**src/rtl/lsu.sv**
```systemverilog
// lsu: load/store unit running one req/gnt/rvalid data-memory transaction per accepted request.
// Optional LSU_MISALIGN_TRAP_EN traps misaligned H/W accesses instead of ignoring low address bits.
module lsu #(
    parameter int WIDTH          = 32,
    parameter int TIMEOUT_CYCLES = 0
) (
    input  logic             clk,
    input  logic             rst_n,
    input  logic             req_valid,
    output logic             req_ready,
    input  logic             is_store,
    input  logic [2:0]       funct3,
    input  logic [WIDTH-1:0] addr,
    input  logic [WIDTH-1:0] store_data,
    output logic             mem_req,
    output logic             mem_we,
    output logic [WIDTH-1:0] mem_addr,
    output logic [WIDTH-1:0] mem_wdata,
    output logic [3:0]       mem_wstrb,
    input  logic             mem_gnt,
    input  logic             mem_rvalid,
    input  logic [WIDTH-1:0] mem_rdata,
    output logic [WIDTH-1:0] load_data,
    output logic             done,
    output logic             busy,
    output logic             err,
    output logic             misalign
);
    typedef enum logic [1:0] {IDLE, REQ, WAIT, DONE} state_e;

    state_e           state_q, state_d;
    logic             st_q;
    logic [2:0]       f3_q;
    logic [WIDTH-1:0] addr_q, sd_q, ld_q, ld_d, fmt, wdata;
    logic             err_q, err_d, mis_q, mis_d, illegal, mis_chk;
    logic [31:0]      cnt_q, cnt_d;
    logic [1:0]       o;
    logic [7:0]       b;
    logic [15:0]      h;
    logic [3:0]       wstrb;

    assign illegal = (funct3[1:0] == 2'b11) | (funct3[2] & (funct3[1] | is_store));
`ifdef LSU_MISALIGN_TRAP_EN
    assign mis_chk = !illegal & (((funct3[1:0] == 2'b01) & addr[0]) |
                                 ((funct3[1:0] == 2'b10) & (addr[1:0] != 2'b00)));
`else
    assign mis_chk = 1'b0;
`endif

    assign o     = addr_q[1:0];
    assign b     = mem_rdata[{o, 3'b000} +: 8];
    assign h     = o[1] ? mem_rdata[31:16] : mem_rdata[15:0];
    assign fmt   = f3_q == 3'b000 ? {{(WIDTH-8){b[7]}}, b} :
                   f3_q == 3'b001 ? {{(WIDTH-16){h[15]}}, h} :
                   f3_q == 3'b100 ? {{(WIDTH-8){1'b0}}, b} :
                   f3_q == 3'b101 ? {{(WIDTH-16){1'b0}}, h} : mem_rdata;
    assign wdata = f3_q[1:0] == 2'b00 ? {4{sd_q[7:0]}} :
                   f3_q[1:0] == 2'b01 ? {2{sd_q[15:0]}} : sd_q;
    assign wstrb = f3_q[1:0] == 2'b00 ? 4'b0001 << o :
                   f3_q[1:0] == 2'b01 ? 4'b0011 << {o[1], 1'b0} : 4'b1111;

    always_comb begin
        state_d = state_q;
        ld_d    = ld_q;
        err_d   = err_q;
        mis_d   = mis_q;
        cnt_d   = cnt_q;
        case (state_q)
            IDLE: if (req_valid) begin
                ld_d    = '0;
                err_d   = illegal | mis_chk;
                mis_d   = mis_chk;
                state_d = (illegal | mis_chk) ? DONE : REQ;
            end
            REQ: if (mem_gnt) begin
                state_d = st_q ? DONE : WAIT;
                cnt_d   = '0;
            end
            WAIT: if (mem_rvalid) begin
                ld_d    = fmt;
                state_d = DONE;
            end else if (TIMEOUT_CYCLES != 0 && cnt_q == 32'(TIMEOUT_CYCLES - 1)) begin
                err_d   = 1'b1;
                state_d = DONE;
            end else begin
                cnt_d   = cnt_q + 32'd1;
            end
            default: state_d = IDLE;
        endcase
    end

    always_ff @(posedge clk or negedge rst_n) begin
        if (!rst_n) begin
            state_q <= IDLE;
            st_q    <= 1'b0;
            f3_q    <= '0;
            addr_q  <= '0;
            sd_q    <= '0;
            ld_q    <= '0;
            err_q   <= 1'b0;
            mis_q   <= 1'b0;
            cnt_q   <= '0;
        end else begin
            state_q <= state_d;
            ld_q    <= ld_d;
            err_q   <= err_d;
            mis_q   <= mis_d;
            cnt_q   <= cnt_d;
            if (state_q == IDLE && req_valid) begin
                st_q   <= is_store;
                f3_q   <= funct3;
                addr_q <= addr;
                sd_q   <= store_data;
            end
        end
    end

    // Memory-side outputs are forced to zero outside REQ so the bus is quiet between transactions.
    assign req_ready = state_q == IDLE;
    assign busy      = state_q != IDLE;
    assign done      = state_q == DONE;
    assign mem_req   = state_q == REQ;
    assign mem_we    = mem_req & st_q;
    assign mem_addr  = mem_req ? {addr_q[WIDTH-1:2], 2'b00} : '0;
    assign mem_wdata = mem_we ? wdata : '0;
    assign mem_wstrb = mem_we ? wstrb : 4'b0000;
    assign load_data = done ? ld_q : '0;
    assign err       = done & err_q;
    assign misalign  = done & mis_q;
endmodule

```
**config.mk**
```make
export PLATFORM = sky130hd
export DESIGN_NAME = lsu
export DESIGN_NICKNAME = d
export VERILOG_FILES = /design/src/rtl/lsu.sv
export SDC_FILE = /design/constraint.sdc
export NUM_CORES = 1
export LEC_CHECK = 0
export ABC_CLOCK_PERIOD_IN_PS = 2100
export CAP_MARGIN = 30
export CORE_UTILIZATION = 44
export CTS_CLUSTER_SIZE = 12
export DETAILED_ROUTE_END_ITERATION = 10
export GPL_TIMING_DRIVEN = 0
export PLACE_DENSITY = 0.82
export SLEW_MARGIN = 20
export SYNTH_ARGS = -nofsm -noshare
export SYNTH_HDL_FRONTEND = slang
export SYNTH_SLANG_ARGS = --single-unit
```
**constraint.sdc**
```tcl
create_clock -name clk -period 2.1 [get_ports clk]
set_input_delay 0.42 -clock clk [delete_from_list [all_inputs] [get_ports clk]]
set_output_delay 0.42 -clock clk [all_outputs]
set_load 0.005 [all_outputs]
```
## Word-level counts from Yosys, hierarchy flattened

Cells that the tools add are included.

| cells by class | value |
|---|---|
| equal/unequal tests | 11 |
| shift operators | 3 |
| muxes and demuxes | 22 |
| bitwise gates (word level) | 5 |
| reduce and logical (&&, ||, !) cells | 9 |

Operators by type and width:

| cell | count |
|---|---|
| 32-bit 2-to-1 mux | 11 |
| 32-bit case mux with 2 select lines | 1 |
| 32-bit by 6-bit indexed part select with 8-bit output | 1 |
| 16-bit 2-to-1 mux | 1 |
| 4-bit 2-to-1 mux | 3 |
| 2-bit 2-to-1 mux | 4 |
| 2-bit equality test, second input constant | 3 |
| 3-bit equality test, second input constant | 2 |
| 2-bit case mux with 3 select lines | 1 |
| 3-bit AND reduction | 2 |
| 2-bit by 1-bit equality test with 1-bit output, second input constant | 2 |
| 2-bit zero test | 2 |
| 2-bit != test, second input constant | 2 |
| 2-bit nonzero test | 2 |
| 1-bit by 2-bit left shift with 4-bit output, first input constant | 1 |
| 2-bit by 2-bit left shift with 4-bit output, first input constant | 1 |
| 1-bit bitwise AND | 3 |
| 3-bit by 1-bit equality test with 1-bit output, second input constant | 1 |
| 3-bit zero test | 1 |
| 2-bit by 1-bit != test with 1-bit output, second input constant | 1 |
| 1-bit bitwise OR | 2 |
| 2-bit AND reduction | 1 |
| 1-bit logical AND | 1 |
| 1-bit 2-to-1 mux | 1 |

| storage, ports and cells | value |
|---|---|
| register bits | 103 |
| input bits | 105 |
| output and inout port bits | 107 |
| word-level logic and storage cells | 57 |

## Longest topological paths before layout

Gate-level depths: netlist of the first run.

| logic depth | value |
|---|---|
| word-level depth | 7 |
| mapped depth | 7 |
| gate-level depth less buffers | 6 |

## Worst setup path before layout of the first run

OpenSTA, ideal clock, no wires.

| timing path | value |
|---|---|
| path type | flip-flop to output port |
| from | register f3_q[1] |
| to | output port mem_wdata[16] |
| arrival time | 1.457 ns |
| data required time | 1.680 ns |
| path slack | 0.223 ns |
| stages on the path, launching flop included | 7 |
| cell sequence | dfrtp_1 -> buf_2 -> clkbuf_1 -> buf_2 -> buf_4 -> mux2i_1 -> nor2_1 |

| between the ends | value |
|---|---|
| word-level cells in the longest chain between the ends | 4 |
| elaborated cells between the ends (all ways) | 5 |
| those cells by class | eq/ne (1); mux (3); reduce/logical (1) |

Ends and longest elaborated chain:

| what | RTL line | text |
|---|---|---|
| start, declared | 33 | `logic [2:0] f3_q;` |
| start signal, assigned | 111 | `f3_q <= funct3;` |
| 2-bit by 1-bit equality test with 1-bit output | 58 | `f3_q[1:0] == 2'b01 ? {2{sd_q[15:0]}} : sd_q;` |
| 32-bit 2-to-1 mux | 58 |  |
| 32-bit 2-to-1 mux (*) | 57 | `assign wdata = f3_q[1:0] == 2'b00 ? {4{sd_q[7:0]}} :` |
| 32-bit 2-to-1 mux (*) | 125 | `assign mem_wdata = mem_we ? wdata : '0;` |
| end, declared | 18 | `output logic [WIDTH-1:0] mem_wdata,` |

Every way passes the cells marked *; elsewhere a longest branch is shown, timed or not.

## Worst setup path in the final report of the first run

| timing path | value |
|---|---|
| from | register state_q[1] |
| to | output port mem_wdata[9] |

| between the ends | value |
|---|---|
| word-level cells in the longest chain between the ends | 3 |

Ends and longest elaborated chain:

| what | RTL line | text |
|---|---|---|
| start, declared | 31 | `state_e state_q, state_d;` |
| start signal, assigned | 104 | `state_q <= state_d;` |
| 2-bit by 1-bit equality test with 1-bit output | -- |  |
| 1-bit bitwise AND | 123 | `assign mem_we = mem_req & st_q;` |
| 32-bit 2-to-1 mux | 125 |  |

Every way passes these cells.

==> results by stage, run 1 <==
Logic synthesis:
- The Yosys step of the flow raised 0 warnings.
- The number of synthesized flops with an enable pin is 0.
- The biggest area consumer among synthesized cells is sky130_fd_sc_hd__dfrtp_1.
- The number of different library cells used by synthesis comes to 42.
- The synthesized area per cell is 10.9 µm².
- The share of synthesized area in the top cell type comes to 0.471.
- The most used flip-flop cell after synthesis is sky130_fd_sc_hd__dfrtp_1.
- Counting flops with an async set or reset pin after synthesis yields a share of 1.00.
- The commonest cells after synthesis are sky130_fd_sc_hd__dfrtp_1, sky130_fd_sc_hd__mux2_2, sky130_fd_sc_hd__and2_1.
- Synthesis handed over a netlist of 503 instances.
- The most frequent cell after synthesis is sky130_fd_sc_hd__dfrtp_1.
- The number of register bits inferred by synthesis is 103.
- The cell area after synthesis is 5480 µm².
- The sequential area share after synthesis is 0.471.
- Ranked by total cell area, the synthesized netlist is headed by sky130_fd_sc_hd__dfrtp_1, sky130_fd_sc_hd__mux2_2, sky130_fd_sc_hd__and2_1.

Die:
- The floorplan die area is 12900 µm².
- The core outline area is 12100 µm².
- From left edge to right edge, the die measures 114 µm.
- The starting utilization of the core area is 0.454.
- In this run the vertical extent of the chip is 114 µm.
- The initialized floorplan defines 40 standard-cell rows.
- The top-level I/O count is 212.

Timing:
- The shortest period the worst path allows is 2.16 ns.
- The pin slew with the least headroom to its limit is 0.546 ns.
- The achievable clock frequency is 0.462 GHz.
- The total of endpoints with negative setup slack in the final report is 25.
- Headroom to the max-slew limit came out at 0.635.
- The clock tree skew after final layout is 0.00534 ns.
- The part of the cycle the worst path needs is 1.03.
- The count of final hold-check violations came to 3.
- The final-layout setup total negative slack is -0.825 ns.
- Setup repair after global routing could not meet its margin everywhere.
- The worst path setup slack after routing is -0.0635 ns.
- The max-slew violation count was 0.
- The worst hold margin is -0.00375 ns.

Routing:
- The total wire length after detailed routing is 19600 µm.
- In this run the remaining antenna-violating nets after routing total 0.
- The per-cell routed wire length is 20.8 µm.
- The remaining design rule violation count is 0.
- The routed via count divided by cell count is 5.58.
- The final route contains 5252 vias.
- The violation count after the first detailed-routing iteration is 352.
- The first-pass iteration count of the detailed router is 5.

Run:
- The number of max-capacitance violations reported is 0.

Global route:
- Across every metal layer, demand over resource in global routing totals 0.298.
- The pin count of the biggest net entering global routing is 58.
- The via count of the first global-routing pass is 5464.
- The total grt overflow is 0.
- The first global-routing pass estimated 29100 µm of wire.
- The initial antenna violation count came to 0.

Worst hold path:
- The type of the tightest min-delay check is in2async.

Finish:
- The number of diodes added for antenna fixing is 0.
- The share of the core filled with cells in the final layout is 0.741.
- Once layout is done, the placed cells without fillers occupy 8940 µm².
- The number of nets in the layout is 877.
- The count of filler cells inserted in the layout is 779.
- In the final layout, the share of cells above drive strength 1 is 0.419.
- The synthesis-to-layout area growth is 63.2%.

Clock tree:
- The H-tree depth is 3.
- In this run, CTS created clock tree buffers numbering 9.
- After clock tree synthesis, the clock-pin slew on the worst setup and hold paths is 0.07 ns.
- The number of clock sinks is 103.
- Clock latency on the worst-skew pair, taken at its later pin, is 0.35 ns.
- The worst-case clock buffer depth is 2.
- The clock root buffer master is sky130_fd_sc_hd__clkbuf_16.
- The CTS tree is done.

Run status:
- The run finished, with violations left.
- The final reports fail on negative hold slack, negative setup slack.

Power and ir drop:
- The clock share of power is 0.152.
- Summing internal, switching and leakage power gives 12.9 mW.
- Of the total power, the share spent switching nets is 0.386.
- Of the total power, registers draw 0.279.
- The switching power total is 4.99 mW.
- The internal portion of the total power is 7.94 mW.
- The ratio of total power to cell area is 1450 nW/µm².
- Summed over all cells, the static leakage comes to 4.15 nW.
- The worst-case IR drop observed on VDD is 0.000764 V.
- The logic gate share of total power is 0.569.

Placed design:
- In this run the tool buffered the top-level ports with 208 buffer cells.
- The total placed instance area is 7800 µm².
- The congestion estimate from routability-driven global placement came to 0.900.
- Timing analysis after detailed placement gives a worst setup slack of -0.656 ns.
- The sum of net half-perimeters after detailed placement is 12600 µm.

Setup path:
- Data on the critical path arrives at its endpoint at 1.74 ns.
- In this run the worst path has a maximum fanout of 4.
- For the worst setup path, the data required time is 1.68 ns.
- The endpoint kind of the worst setup timing path is an output pin.
- The worst setup path is launched from a register.
- The category of the critical setup timing path is reg2out.
==> logic make-up after synthesis <==
| group | after synthesis | synth area share |
|---|---|---|
| other cells | 1 | 0.000685 |
| flops | 103 | 0.471 |
| simple gates | 164 | 0.164 |
| fa+ha+maj | 4 | 0.00914 |
| mux | 93 | 0.187 |
| buf+inv | 48 | 0.0393 |
| compound gates | 90 | 0.130 |
==> cell usage in the layout (no fill, tap or decap), drive strengths merged, types with 3 or more instances in the layout <==
cell and count:
dfrtp 103, a2bb2oi 8, mux2i 23, ha 4
a21oi 21, clkbuf 62, nor2 38, a221o 7
bufinv 3, conb 3, a22o 25, clkdlybuf4s50 103
buf 103, clkdlybuf4s15 6, dlymetal6s2s 3, mux2 70
o21ai 3, inv 8, and3 9, nand2b 23
o22ai 10, dlygate4sd2 24, and2 64, clkinv 3
a211oi 7, nand2 21
==> power by group through the flow <==
stage	combinational, mW	sequential [mW]	clock [mW]
after detailed placement	5.25	3.44	0
after global placement	5.10	3.38	0
after CTS	6.63	3.48	1.97
final	7.36	3.61	1.96
after floorplan	3.29	3.21	0
after global routing	7.82	3.68	2.05
==> per-layer routing <==
metal | routed length [µm] | track usage | vias to the layer above
li1 | - | - | 2299
met1 | 7500 | 0.361 | 2594
met2 | 9760 | 0.509 | 290
met3 | 1600 | 0.0648 | 69
met4 | 735 | 0.133 | 0
met5 | 0 | 0 | -
==> registers in the layout, indices dropped and copies added (netlist names) <==
signal   flops
st_q         1
f3_q         3
addr_q      32
ld_q        32
err_q        1
state_q      2
sd_q        32
==> through the flow <==
step	cells	hold slack [ns]
floorplan	505	0.124
finish	941	-0.00375
global placement	881	0.471
CTS	936	0.0159
global route	941	0.0340
detailed placement	882	0.387
==> critical path: stages (launching register included) <==
cell and delay, ns:
sky130_fd_sc_hd__dfrtp_1 0.41, sky130_fd_sc_hd__inv_2 0.09, sky130_fd_sc_hd__ha_4 0.17, sky130_fd_sc_hd__nand2_4 0.08
sky130_fd_sc_hd__clkbuf_16 0.18, sky130_fd_sc_hd__buf_6 0.12, sky130_fd_sc_hd__buf_6 0.11, sky130_fd_sc_hd__a21oi_2 0.10
sky130_fd_sc_hd__buf_2 0.13
==> path summary, 6_finish.rpt <==
path                       startpoint           end  slack [ns]  cells after the start
min                             rst_n      ld_q[28]      -0.004                      1
min reg2reg                  ld_q[22]      ld_q[22]        0.50                      1
max                        state_q[1]  mem_wdata[9]       -0.06                      8
min in group clk             ld_q[22]      ld_q[22]        0.50                      1
max reg2reg                   f3_q[1]       ld_q[5]        0.09                      8
max in group asynchronous       rst_n       f3_q[0]        1.46                      2
==> area by class of cell <==
type                       count  area (µm²)  share of cell area
clock buffer                   9         225              0.0252
clock inverter                 7         120              0.0134
multi-input combinational    354        3120               0.349
inverter                       8        30.0             0.00336
sequential                   103        2580               0.289
buffer                        35         372              0.0416
tap                          168         210              0.0235
timing repair buffer         257        2280               0.255
==> timing repair <==
action | in CTS | in global routing
gates resized for setup | 365 | 137
endpoints found under the setup margin | 114 | 174
gates cloned | 8 | 0
hold buffers | 0 | 0
hold endpoints to repair | 0 | 0
pin swaps | 16 | 10
buffers inserted | 33 | 9
(Power assumes the default switching activity.)
==> run 2: changes to the inputs <==
- CTS_CLUSTER_SIZE: 12 -> 28
==> results of run 2 <==
The final DEF is identical to that of run 1; final timing and power are the same.
